### src/rtl/tx_fifo_drain_pkg.sv
// tx_fifo_drain_pkg: shared definitions for tx_fifo_drain.
//   state_t          - drain FSM state encoding
//   TX_DATA_RST_BIT  - bit value replicated to form the TX_DATA reset word
package tx_fifo_drain_pkg;

  typedef enum logic [2:0] {
    ST_IDLE      = 3'd0,
    ST_POP       = 3'd1,
    ST_ISSUE     = 3'd2,
    ST_WAIT_BUSY = 3'd3,
    ST_WAIT_DONE = 3'd4
  } state_t;

  localparam logic TX_DATA_RST_BIT = 1'b0;

endpackage

### src/rtl/tx_fifo_drain.sv
// tx_fifo_drain: pops one word at a time from a FIFO and hands it to a
// transmitter with a start pulse, waiting for the transmitter's busy
// handshake. If busy never rises within BUSY_TIMEOUT cycles the same word is
// reissued (no new pop).
//
// Ports
//   CLK, RST     - clock, synchronous active-high reset
//   EN           - drain enable, sampled in IDLE only
//   FIFO_EMPTY   - FIFO read-side empty flag
//   FIFO_RDATA   - FIFO head word
//   FIFO_RINC    - pop strobe (high in POP)
//   TX_BUSY      - transmitter busy
//   TX_DATA      - registered word for the transmitter
//   TX_VALID     - start pulse (high in ISSUE)
//   DRAIN_IDLE   - high in IDLE
//   WORD_CNT     - count of words accepted by the transmitter
//
// Build option: define TX_FIFO_DRAIN_CNT_EN to add the WORD_CNT port and its
// counter (width CNT_WIDTH, wraps).
module tx_fifo_drain
  import tx_fifo_drain_pkg::*;
#(
  parameter int DATA_WIDTH   = 8,
  parameter int BUSY_TIMEOUT = 16,
  parameter int CNT_WIDTH    = 16
) (
  input  logic                  CLK,
  input  logic                  RST,
  input  logic                  EN,
  input  logic                  FIFO_EMPTY,
  input  logic [DATA_WIDTH-1:0] FIFO_RDATA,
  output logic                  FIFO_RINC,
  input  logic                  TX_BUSY,
  output logic [DATA_WIDTH-1:0] TX_DATA,
  output logic                  TX_VALID,
  output logic                  DRAIN_IDLE
`ifdef TX_FIFO_DRAIN_CNT_EN
  ,
  output logic [CNT_WIDTH-1:0]  WORD_CNT
`endif
);

  localparam int            TW      = $clog2(BUSY_TIMEOUT);
  // The counter runs 0..BUSY_TIMEOUT-1 in WAIT_BUSY, so a reissue follows
  // ISSUE by BUSY_TIMEOUT+1 cycles.
  localparam logic [TW-1:0] TO_LAST = TW'(BUSY_TIMEOUT - 1);

  if (BUSY_TIMEOUT < 2 || BUSY_TIMEOUT > 255 || CNT_WIDTH < 1) begin : g_bad_param
    $error("tx_fifo_drain: BUSY_TIMEOUT must be 2..255 and CNT_WIDTH >= 1");
  end

  state_t                state_q, state_d;
  logic [DATA_WIDTH-1:0] tx_data_q, tx_data_d;
  logic [TW-1:0]         to_cnt_q, to_cnt_d;

  always_comb begin
    state_d   = state_q;
    tx_data_d = tx_data_q;
    to_cnt_d  = to_cnt_q;
    case (state_q)
      ST_IDLE: begin
        if (EN && !FIFO_EMPTY) state_d = ST_POP;
      end
      ST_POP: begin
        // The only place TX_DATA changes; reissues reuse the held word.
        tx_data_d = FIFO_RDATA;
        state_d   = ST_ISSUE;
      end
      ST_ISSUE: begin
        to_cnt_d = '0;
        state_d  = ST_WAIT_BUSY;
      end
      ST_WAIT_BUSY: begin
        if (TX_BUSY)                   state_d  = ST_WAIT_DONE;
        else if (to_cnt_q == TO_LAST)  state_d  = ST_ISSUE;
        else                           to_cnt_d = to_cnt_q + TW'(1);
      end
      ST_WAIT_DONE: begin
        if (!TX_BUSY) state_d = ST_IDLE;
      end
      default: state_d = ST_IDLE;
    endcase
  end

  always_ff @(posedge CLK) begin
    if (RST) begin
      state_q   <= ST_IDLE;
      tx_data_q <= {DATA_WIDTH{TX_DATA_RST_BIT}};
      to_cnt_q  <= '0;
    end else begin
      state_q   <= state_d;
      tx_data_q <= tx_data_d;
      to_cnt_q  <= to_cnt_d;
    end
  end

  // Moore outputs decoded straight from the state register.
  assign FIFO_RINC  = (state_q == ST_POP);
  assign TX_VALID   = (state_q == ST_ISSUE);
  assign DRAIN_IDLE = (state_q == ST_IDLE);
  assign TX_DATA    = tx_data_q;

`ifdef TX_FIFO_DRAIN_CNT_EN
  logic [CNT_WIDTH-1:0] word_cnt_q, word_cnt_d;

  // A word counts as accepted when busy is seen in WAIT_BUSY.
  always_comb begin
    word_cnt_d = word_cnt_q;
    if (state_q == ST_WAIT_BUSY && TX_BUSY) word_cnt_d = word_cnt_q + CNT_WIDTH'(1);
  end

  always_ff @(posedge CLK) begin
    if (RST) word_cnt_q <= '0;
    else     word_cnt_q <= word_cnt_d;
  end

  assign WORD_CNT = word_cnt_q;
`endif

endmodule
### config.mk
export PLATFORM = sky130hd
export DESIGN_NAME = tx_fifo_drain
export DESIGN_NICKNAME = d
export VERILOG_FILES = /design/src/rtl/tx_fifo_drain_pkg.sv /design/src/rtl/tx_fifo_drain.sv
export SDC_FILE = /design/constraint.sdc
export NUM_CORES = 1
export LEC_CHECK = 0
export CORE_MARGIN = 2
export CORE_UTILIZATION = 45
export CTS_CLUSTER_DIAMETER = 40
export DETAILED_ROUTE_END_ITERATION = 10
export PLACE_DENSITY = 0.84
export SLEW_MARGIN = 20
export SYNTH_ARGS = -nofsm -noshare
export SYNTH_HDL_FRONTEND = slang
export SYNTH_SLANG_ARGS = --single-unit
export TNS_END_PERCENT = 50
### constraint.sdc
create_clock -name CLK -period 2 [get_ports CLK]
set_input_delay 0.4 -clock CLK [delete_from_list [all_inputs] [get_ports CLK]]
set_output_delay 0.4 -clock CLK [all_outputs]
set_load 0.01 [all_outputs]
* Yosys cells after proc, flatten, opt, wreduce, memory -nomap -nowiden
Cells that the tools add are included.
** Cells by class
- Add/subtract/negate cells :: 1
- Muxes and demuxes :: 8
- Equality and inequality tests :: 10
- Reductions and logical operators :: 6
** Operators with widths (number)
- $pmux W3 S5 :: 1
- $mux W3 :: 4
- $mux W4 :: 2
- $pmux W4 S2 :: 1
- $eq A3 B2 Y1 const B :: 2
- $ne A2 B2 Y1 const B :: 3
- $reduce_and A3 Y1 :: 2
- $add A4 B1 Y4 const B :: 1
- $eq A4 B4 Y1 const B :: 1
- $eq A3 B1 Y1 const B :: 1
- $eq A3 B3 Y1 const B :: 1
- $logic_not A3 Y1 :: 1
- $ne A3 B3 Y1 const B :: 1
- $ne A2 B1 Y1 const B :: 1
- $reduce_bool A2 Y1 :: 1
- $logic_and A1 B1 Y1 :: 1
- $logic_not A1 Y1 :: 1
** Word-level totals
- Output and inout port bits :: 11
- Bits of input ports :: 13
- Register bits after elaboration :: 15
- Logic and storage cells :: 28

* Longest topological paths before layout
- Depth after elaboration :: 4
- Depth in mapped cells :: 5

* Worst setup path before layout
Ideal clock, no wire load.
- Kind :: reg-to-output
- From :: register state_q[2]
- To :: output TX_VALID
- Data required time :: 1.600 ns
- Arrival :: 0.916 ns
- Stages on the path, launching flop included :: 4
- Slack :: 0.684 ns
- Cell sequence :: dfxtp_1 -> buf_4 -> or2_2 -> nor2_1
** On the way
- Longest elaborated chain between the ends :: 1
** Ends and longest elaborated chain
- start: declaration :: line tx_fifo_drain.sv:52 : state_t state_q, state_d;
- start signal: assignment :: line tx_fifo_drain.sv:91 : state_q <= state_d;
- $eq A3 B2 Y1 :: line tx_fifo_drain.sv:99 : assign TX_VALID = (state_q == ST_ISSUE);
- end: declaration :: line tx_fifo_drain.sv:35 : output logic TX_VALID,
Every way passes these cells.

* Worst setup path in the final report
- From :: register state_q[2]
- To :: output FIFO_RINC
** On the way
- Longest elaborated chain between the ends :: 1
** Ends and longest elaborated chain
- $eq A3 B1 Y1 :: line tx_fifo_drain.sv:98 : assign FIFO_RINC = (state_q == ST_POP);
- end: declaration :: line tx_fifo_drain.sv:32 : output logic FIFO_RINC,
Every way passes these cells.

==> run metrics <==
status=finished, final reports clean; core area=1670 µm²; Initial Util=0.465; LEAKAGE=roughly 0.45 nW; synthesized area per cell=around 10 µm²; r2r startpoint=state_q[2]; Worst path max stage delay=approximately 0.34 ns; Setup Total Neg Slack=0 ns; Synth cell types=36; Area after DPL=between 1000 and 1500 µm²; total number of vias=~650; Power, Total=around 0.7 mW; Inst Count DP=around 120; Max Fclk=~630 MHz; final hold slack=0.502 ns; Finished Cell Area=~1000 µm²; Min-Delay Endpoint=TX_DATA[3]; worst relative slew slack=0.752; total gr overflow=0; Slew Viols, Final=0; H-tree depth=1; Seq. cell area=~300 µm²; Worst VDD drop=roughly 440 µV; Seq/Total Area, Yosys=0.386; endpoints failing setup=0; num rows=15; total CTS buffers=3; clk_lat worst skew=0.27 ns; Ys Warns=0; initial antenna violation count=0; Final Core Density=0.625; Syn Std Cell Area=~800 µm²; crit-path cells=buf_4 > nor3b_2 > dlymetal6s2s_1; commonest non-fill, non-tap cells in the layout=20 x clkdlybuf4s50_1, 14 x dfxtp_1, 10 x nor2_1; Post-Place Worst Slack=0.322 ns; Nets=about 120; RSZ-0062 raised after global routing=false; CTS tree=done; Post-Synthesis Cells=78; Die Y=around 46 µm; HP Class=reg -> reg; total nets after synthesis=between 90 and 100; min Tclk post-route=~1.6 ns; Synth Register Bits=15; DIE WIDTH=around 46 µm; CP required=~1.6 ns; layout cell share with drive strength beyond 1=0.155; vias per std cell=roughly 5.4; CTS sink cnt=15; CP Max Fanout=8; clk buf depth=2; die area=roughly 2100 µm²; Worst Setup Path Type=reg -> out; Post-DP HPWL=1140 µm; Routed wire per std cell=12.8 µm; worst-margin pin slew=0.363 ns; Port Buffers=23; P&R area growth vs syn=34.3%; post-CTS setup buffer count=0; Tot GR Track Use=0.177; number of global-route vias before repair=approximately 630; r2r setup slk=~0.7 ns; multi-input logic area=419 µm²; most common cell after layout, fill and taps aside=clkdlybuf4s50_1; hold path cells=2; fin crit share=0.789; Worst Setup End Kind=output pin; drt total wl=~1500 µm; final hold violation count=0; PD cells=about 670 nW/µm²; largest net degree at the start of global routing=12; CTS clk-pin slew, worst paths=0.08 ns; gpl congestion=~0.86; Layout Cells excl Fill=120; DR iter-0 viols=15; critical path startpoint category=flop; clock skew=around 0.00038 ns; drt drc=0; Yosys top cell by area=dfxtp_1; DRT Pass-1 Iters=4; Detail Route Antenna Nets=0; reg2reg end=state_q[0]; max_cap viols=0; Ant. Diodes=0; Worst EP arrival=about 1.2 ns; Synth top area share=0.386; Fillers=140; hold buffers post-CTS=0; R2R cell count=4; post-route worst setup slack=0.421 ns; post-cts resize count=0; root buf cell=clkbuf_4; # IOs=24; largest cells by area after synthesis=dfxtp_1 39%, mux2i_1 10%, nor2_1 4.8%; Slowest cell on crit path=dfxtp_1; first-pass GRT wire length=~2600 µm; min-delay src=TX_DATA[3]
-- synth_stat cells (all sizes together) --
master / instances
nand2: 3
a31oi: 1
o31a: 1
nand2b: 3
o21ai: 1
dfxtp: 15
and2: 1
a2111oi: 2
a21oi: 2
buf: 5
nand3b: 1
inv: 2
and3b: 1
or2: 2
ha: 1
nand4: 3
nor2: 10
and4b: 1
nor2b: 4
clkbuf: 1
a221oi: 1
nand3: 1
o32ai: 2
nor3b: 2
and3: 1
a31o: 1
mux2i: 8
o22ai: 1
nor3: 1
-- routing by layer --
layer,global-route usage,share of wire,vias up
met2,0.268,0.47,21
li1,-,-,329
met1,0.217,0.45,297
met4,0.106,0.012,0
met5,0,0,-
met3,0.0556,0.068,2
-- area by class of cell --
type | instances | area share
Multi-Input combinational cell | 55 | 0.402
Tap cell | 17 | 0.0204
Sequential cell | 15 | 0.289
Clock buffer | 4 | 0.0252
Timing Repair Buffer | 27 | 0.257
Inverter | 2 | 0.00719
-- power breakdown --
part	internal (mW)	switching, mW
Clock	0.0772	0.0893
Sequential	0.319	0.0185
Combinational	0.111	0.0858
-- how the worst max path moves through the flow --
stage | slack [ns] | to | startpoint
4_1_cts | 0.002 | TX_VALID | state_q[1]
3_3_place_gp | 0.34 | FIFO_RINC | state_q[2]
6_report | 0.42 | FIFO_RINC | state_q[2]
5_1_grt | 0.34 | FIFO_RINC | state_q[2]
2_1_floorplan | 0.68 | TX_VALID | state_q[2]
3_5_place_dp | 0.32 | TX_VALID | state_q[1]
-- state kept, by name, summed over array words and instances, names as in the netlist --
signal,cells
state_q,3
TX_DATA,8
to_cnt_q,4
-- logic make-up after synthesis --
group / share of synthesized area
AO/OA/AOI/OAI: 0.130
adder cells (fa/ha/maj): 0.0161
buffers and inverters: 0.0741
flip-flops: 0.386
multiplexers: 0.103
AND/OR/NAND/NOR: 0.290
-- critical path: cells and delay by family, from the launching register on --
kind / cells / cell delay, ns
flops: 1 / 0.34
buf+inv: 2 / 0.37
simple gates: 1 / 0.19
Note: power is estimated with default switching activity, not from simulation.
